### src/rtl/pll_cfg_pkg.sv
// Shared constants and types for the PLL underclock reconfiguration sequencer.
package pll_cfg_pkg;

    localparam logic [5:0]  REG_MODE        = 6'd0;
    localparam logic [5:0]  REG_START       = 6'd2;
    localparam logic [5:0]  REG_FRAC_K      = 6'd7;

    localparam logic [31:0] FRAC_NATIVE_DEF = 32'd3639383488;
    localparam logic [31:0] FRAC_UNDER_DEF  = 32'd3268298314;

    typedef enum logic [2:0] {
        ST_IDLE,
        ST_WR_MODE,
        ST_WR_K,
        ST_WR_START,
        ST_GUARD,
        ST_WAIT_LOCK,
        ST_FAULT
    } seq_state_t;

    // Counter width for a terminal count of limit-1; never narrower than one bit.
    function automatic int cnt_w(input int limit);
        return (limit < 2) ? 1 : $clog2(limit);
    endfunction

endpackage

### src/rtl/sync_filter.sv
// Two-flop synchronizer with an optional stability filter on the synced level.
module sync_filter
    import pll_cfg_pkg::*;
#(
    parameter int STABLE_CYCLES = 4
) (
    input  logic i_clk,
    input  logic i_reset,
    input  logic i_async,
    output logic o_out
);

    logic r_meta;
    logic r_sync;

    always_ff @(posedge i_clk or posedge i_reset) begin
        if (i_reset) begin
            r_meta <= 1'b0;
            r_sync <= 1'b0;
        end else begin
            r_meta <= i_async;
            r_sync <= r_meta;
        end
    end

    generate
        if (STABLE_CYCLES <= 1) begin : g_bypass
            assign o_out = r_sync;
        end else begin : g_filt
            localparam int              CW   = cnt_w(STABLE_CYCLES);
            localparam logic [CW-1:0]   LAST = CW'(STABLE_CYCLES - 1);

            logic [CW-1:0] r_cnt;
            logic          r_stable;

            // A one-bit level differing from the accepted value is the only
            // candidate, so any flip back restarts the run.
            always_ff @(posedge i_clk or posedge i_reset) begin
                if (i_reset) begin
                    r_cnt    <= '0;
                    r_stable <= 1'b0;
                end else if (r_sync == r_stable) begin
                    r_cnt    <= '0;
                end else if (r_cnt == LAST) begin
                    r_cnt    <= '0;
                    r_stable <= r_sync;
                end else begin
                    r_cnt    <= r_cnt + 1'b1;
                end
            end

            assign o_out = r_stable;
        end
    endgenerate

endmodule

### src/rtl/pll_underclock_seq.sv
// Avalon-MM master that reprograms the PLL fractional-K word when the
// Game Speed request changes, then supervises lock with a timeout.
module pll_underclock_seq
    import pll_cfg_pkg::*;
#(
    parameter logic [31:0] FRAC_NATIVE   = FRAC_NATIVE_DEF,
    parameter logic [31:0] FRAC_UNDER    = FRAC_UNDER_DEF,
    parameter int          STABLE_CYCLES = 4,
    parameter int          LOCK_GUARD    = 16,
    parameter int          LOCK_TIMEOUT  = 5000000
) (
    input  logic        i_clk,
    input  logic        i_reset,
    input  logic        i_underclock_req,
    input  logic        i_pll_locked,
    input  logic        i_mgmt_waitrequest,
    output logic        o_mgmt_write,
    output logic [5:0]  o_mgmt_address,
    output logic [31:0] o_mgmt_writedata,
    output logic        o_busy,
    output logic        o_done,
    output logic        o_lock_timeout,
    output logic        o_applied_underclock
);

    localparam int            GW         = cnt_w(LOCK_GUARD);
    localparam int            TW         = cnt_w(LOCK_TIMEOUT);
    localparam logic [GW-1:0] GUARD_LAST = GW'(LOCK_GUARD - 1);
    localparam logic [TW-1:0] TO_LAST    = TW'(LOCK_TIMEOUT - 1);

    logic w_req;
    logic w_locked;

    sync_filter #(.STABLE_CYCLES(STABLE_CYCLES)) u_req_filt (
        .i_clk   (i_clk),
        .i_reset (i_reset),
        .i_async (i_underclock_req),
        .o_out   (w_req)
    );

    sync_filter #(.STABLE_CYCLES(1)) u_lock_sync (
        .i_clk   (i_clk),
        .i_reset (i_reset),
        .i_async (i_pll_locked),
        .o_out   (w_locked)
    );

    seq_state_t    r_state, w_next;
    logic          r_gap, w_gap_nxt;
    logic          r_target, w_target_nxt;
    logic          r_applied, w_applied_nxt;
    logic          r_lto, w_lto_nxt;
    logic [GW-1:0] r_gcnt, w_gcnt_nxt;
    logic [TW-1:0] r_tcnt, w_tcnt_nxt;
    logic          w_write;
    logic          w_done;

    always_ff @(posedge i_clk or posedge i_reset) begin
        if (i_reset) begin
            r_state   <= ST_IDLE;
            r_gap     <= 1'b0;
            r_target  <= 1'b0;
            r_applied <= 1'b0;
            r_lto     <= 1'b0;
            r_gcnt    <= '0;
            r_tcnt    <= '0;
        end else begin
            r_state   <= w_next;
            r_gap     <= w_gap_nxt;
            r_target  <= w_target_nxt;
            r_applied <= w_applied_nxt;
            r_lto     <= w_lto_nxt;
            r_gcnt    <= w_gcnt_nxt;
            r_tcnt    <= w_tcnt_nxt;
        end
    end

    always_comb begin
        w_next        = r_state;
        w_gap_nxt     = r_gap;
        w_target_nxt  = r_target;
        w_applied_nxt = r_applied;
        w_lto_nxt     = r_lto;
        w_gcnt_nxt    = r_gcnt;
        w_tcnt_nxt    = r_tcnt;
        w_write       = 1'b0;
        w_done        = 1'b0;

        case (r_state)
            ST_IDLE: begin
                if (w_req != r_applied) begin
                    w_target_nxt = w_req;
                    w_gap_nxt    = 1'b0;
                    w_next       = ST_WR_MODE;
                end
            end
            ST_WR_MODE, ST_WR_K, ST_WR_START: begin
                // r_gap marks the idle cycle that follows each accepted write.
                w_write = !r_gap;
                if (r_gap) begin
                    w_gap_nxt = 1'b0;
                    case (r_state)
                        ST_WR_MODE: w_next = ST_WR_K;
                        ST_WR_K:    w_next = ST_WR_START;
                        default: begin
                            w_next     = ST_GUARD;
                            w_gcnt_nxt = '0;
                        end
                    endcase
                end else if (!i_mgmt_waitrequest) begin
                    w_gap_nxt = 1'b1;
                end
            end
            ST_GUARD: begin
                if (r_gcnt == GUARD_LAST) begin
                    w_next     = ST_WAIT_LOCK;
                    w_tcnt_nxt = '0;
                end else begin
                    w_gcnt_nxt = r_gcnt + 1'b1;
                end
            end
            ST_WAIT_LOCK: begin
                if (w_locked) begin
                    w_done        = 1'b1;
                    w_applied_nxt = r_target;
                    w_lto_nxt     = 1'b0;
                    w_next        = ST_IDLE;
                end else if (r_tcnt == TO_LAST) begin
                    w_next = ST_FAULT;
                end else begin
                    w_tcnt_nxt = r_tcnt + 1'b1;
                end
            end
            ST_FAULT: begin
                // The new word is in the PLL even though lock never came.
                w_lto_nxt     = 1'b1;
                w_applied_nxt = r_target;
                w_next        = ST_IDLE;
            end
            default: w_next = ST_IDLE;
        endcase
    end

    assign o_mgmt_write         = w_write;
    assign o_mgmt_address       = (r_state == ST_WR_K)     ? REG_FRAC_K :
                                  (r_state == ST_WR_START) ? REG_START  : REG_MODE;
    assign o_mgmt_writedata     = (r_state == ST_WR_K) ? (r_target ? FRAC_UNDER : FRAC_NATIVE) : 32'd0;
    assign o_busy               = (r_state != ST_IDLE);
    assign o_done               = w_done;
    assign o_lock_timeout       = r_lto;
    assign o_applied_underclock = r_applied;

endmodule

### config.mk
export PLATFORM = sky130hd
export DESIGN_NAME = pll_underclock_seq
export DESIGN_NICKNAME = d
export VERILOG_FILES = /design/src/rtl/pll_cfg_pkg.sv /design/src/rtl/sync_filter.sv /design/src/rtl/pll_underclock_seq.sv
export SDC_FILE = /design/constraint.sdc
export NUM_CORES = 1
export LEC_CHECK = 0
export ABC_CLOCK_PERIOD_IN_PS = 1700
export CAP_MARGIN = 20
export CORE_MARGIN = 1
export CORE_UTILIZATION = 49
export CTS_BUF_LIST = sky130_fd_sc_hd__clkbuf_4
export CTS_CLUSTER_DIAMETER = 200
export DETAILED_ROUTE_END_ITERATION = 8
export GPL_ROUTABILITY_DRIVEN = 0
export GPL_TIMING_DRIVEN = 1
export MAX_ROUTING_LAYER = met4
export PLACE_DENSITY = 0.89
export SLEW_MARGIN = 20
export SYNTH_ARGS = -nofsm -noshare
export SYNTH_HDL_FRONTEND = slang
export SYNTH_HIERARCHICAL = 1
export SYNTH_SLANG_ARGS = --single-unit
### constraint.sdc
create_clock -name i_clk -period 1.7 [get_ports i_clk]
set_input_delay 0.34 -clock i_clk [delete_from_list [all_inputs] [get_ports i_clk]]
set_output_delay 0.34 -clock i_clk [all_outputs]
set_load 0.01 [all_outputs]
==> results.yml <==
status:
  outcome: "complete, but fails checks"
  violations: "negative setup slack"
synthesis:
  synthCells: 267
  yosysSeqAreaShare: 0.405
  yosys_warnings: 6
  avgSynthCellArea_um2: 9.49
  synth_seq_cells: 41
  synth_cell_types: 51
  synth-async-reset-ratio: 1.00
  synth_top_flop_cell: "dfrtp_1"
  syn_area_um2: 2530
  synth-edff-count: 0
final_layout:
  fin_area_um2: 3520
  drive_gt1_frac: 0.447
  layout.nets: 338
  stdcell_count: 398
  layout_common_cells: "dfrtp_1 (40), buf_4 (40), buf_6 (39), nor2_1 (15), nand2_1 (15)"
  diodes: 0
  area_growth_pct: 39.0
routing:
  vias_per_cell: 5.85
  drtPass1Iterations: 4
  wl_um: 7760
  vias: 2328
  drc_errors: 0
  drt_iter0_drc: 222
  avgRoutedWirePerCell_um: 19.5
  detail-route-antenna-nets: 0
floorplan:
  core_region_area_um2: 4850
  ioPinCount: 48
  die_area_um2: 5460
  die_x_um: 73.9
  num_rows: 25
  start_util: 0.523
  dieHeight_um: 73.9
worst_setup_path:
  crit_arrival_ns: 2.09
  worstRegToRegCells: 8
  critPathKind: "reg2reg"
  r2r_slack_ns: -0.13
  cp-end-kind: "flip-flop"
  critical_path_required_ns: 1.96
  path_max_fanout: 6
  worstSetupStartpointType: "flip-flop"
power_and_ir_drop:
  total_power_mw: 4.53
  power_leakage_nw: 1.64
  powerDensity_nw_per_um2: 1290
  ir_drop_uv: 1350
sta:
  period_needed_ns: 1.83
  timing.hold.ws_ns: 0.169
  post-route-period-util: 1.08
  fin_skew_ns: 0.0130
  hold_violations: 0
  rsz0062_at_grt: "yes"
  fin_ws_ns: -0.133
  drv_slew: 0
  finalSetupViolations: 41
  max_freq_mhz: 546
global_route:
  antenna_found_initial: 0
  grt_overflow: 0
  grt_pass1_wl_um: 9830
  grt_usage: 0.246
  grt_max_degree: 35
  grt_pass1_vias: 2120
clocking:
  hold_buffers: 0
  clkSinkCount: 41
  cts_root_buf: "clkbuf_4"
  clk_pin_slew_worst_paths_ns: 0.14
  cts_tree: "built"
  clock_latency_ns: 0.37
  htreeDepth: 2
  cts_made_buffers: 5
  clock_path_buffers: 2
place:
  placed_area_um2: 2970
  place_inst: 370
  port_buffers: 33
  dpl.hpwl_um: 4160
flow_run:
  max-cap-violations: 0
min_path:
  hold_path_class: "in2async"
==> state kept, by name, summed over array words and instances (netlist names) <==
signal,flops
r_tcnt,23
o_lock_timeout,1
u_req_filt/r_sync,1
r_state,3
r_target,1
u_req_filt/o_out,1
u_req_filt/r_meta,1
o_applied_underclock,1
r_gap,1
u_req_filt/g_filt.r_cnt,2
r_gcnt,4
u_lock_sync/r_meta,1
u_lock_sync/o_out,1
==> kinds of logic (layout without fill, tap and decap cells) <==
kind of cell,Yosys count,in the layout,share of synthesized area
flip-flops,41,41,0.405
multiplexers,2,2,0.00889
XOR/XNOR,12,12,0.0415
adder cells (fa/ha/maj),3,3,0.0148
other,1,14,0.00148
buffers and inverters,53,104,0.138
AND/OR/NAND/NOR,98,98,0.231
AO/OA/AOI/OAI,57,57,0.160
==> routing by layer <==
layer | vias up | share of wire | wire length, um | GRT usage
met5 | - | 0 | 0 | -
li1 | 1022 | - | - | -
met1 | 1157 | 0.38 | 2950 | 0.292
met4 | 0 | 0.047 | 361 | 0.100
met3 | 46 | 0.053 | 410 | 0.0480
met2 | 103 | 0.52 | 4040 | 0.408
==> synthesized netlist by cell type (6+ instances only) <==
master / instances / share of area
nand2_1: 18 / 0.027
buf_4: 35 / 0.10
nor3_1: 9 / 0.018
nand4_1: 6 / 0.015
o31ai_2: 7 / 0.035
xnor2_1: 9 / 0.031
dfrtp_1: 41 / 0.40
and3_1: 7 / 0.017
o21ai_0: 24 / 0.047
nor2_1: 17 / 0.025
inv_1: 8 / 0.012
a21oi_1: 9 / 0.018
nand3_1: 11 / 0.022
==> final timing paths <==
kind | startpoint | end
worst min-delay path | i_reset | u_lock_sync/r_meta
worst max-delay path | r_state[1] | r_tcnt[22]
worst max register to register | r_state[1] | r_tcnt[22]
max in group asynchronous | i_reset | r_state[1]
min in group i_clk | u_lock_sync/r_meta | u_lock_sync/o_out
worst min register to register | u_lock_sync/r_meta | u_lock_sync/o_out
==> power by group <==
| part | switching (mW) | total, mW | internal [mW] |
|---|---|---|---|
| Combinational | 1.28 | 2.61 | 1.33 |
| Clock | 0.356 | 0.661 | 0.305 |
| Sequential | 0.154 | 1.26 | 1.10 |
| Total | 1.79 | 4.53 | 2.74 |
==> through the flow <==
stage          setup TNS (ns)   util  worst slack [ns]
2_1_floorplan         -0.0195      -          -0.00384
3_3_place_gp           -0.636  0.612           -0.0652
3_5_place_dp            -2.23  0.612            -0.168
4_1_cts                 -1.24  0.651           -0.0816
5_1_grt                 -5.73  0.726            -0.197
6_report                -3.21  0.726            -0.133
==> what timing repair did <==
action	4_1_cts	5_1_grt
gates resized for setup	155	64
pin swaps	16	22
endpoints found under the setup margin	41	55
buffers inserted	7	12
cloned	1	0
==> worst max-delay path, cell delays in order (launching register included) <==
cell,delay [ns]
dfrtp_2,0.47
buf_6,0.13
and2b_2,0.23
buf_6,0.12
o211ai_4,0.10
buf_6,0.15
nor4_4,0.30
xnor2_1,0.16
nor2_1,0.07
==> layout make-up <==
| type | count | area, um2 |
|---|---|---|
| Multi-Input combinational cell | 186 | 1470 |
| Clock inverter | 3 | 41.3 |
| Fill cell | 288 | 1330 |
| Inverter | 8 | 30.0 |
| Sequential cell | 41 | 1030 |
| Timing Repair Buffer | 88 | 835 |
| Tap cell | 67 | 83.8 |
| Clock buffer | 5 | 37.5 |
Power figures use the tool's default switching activity.
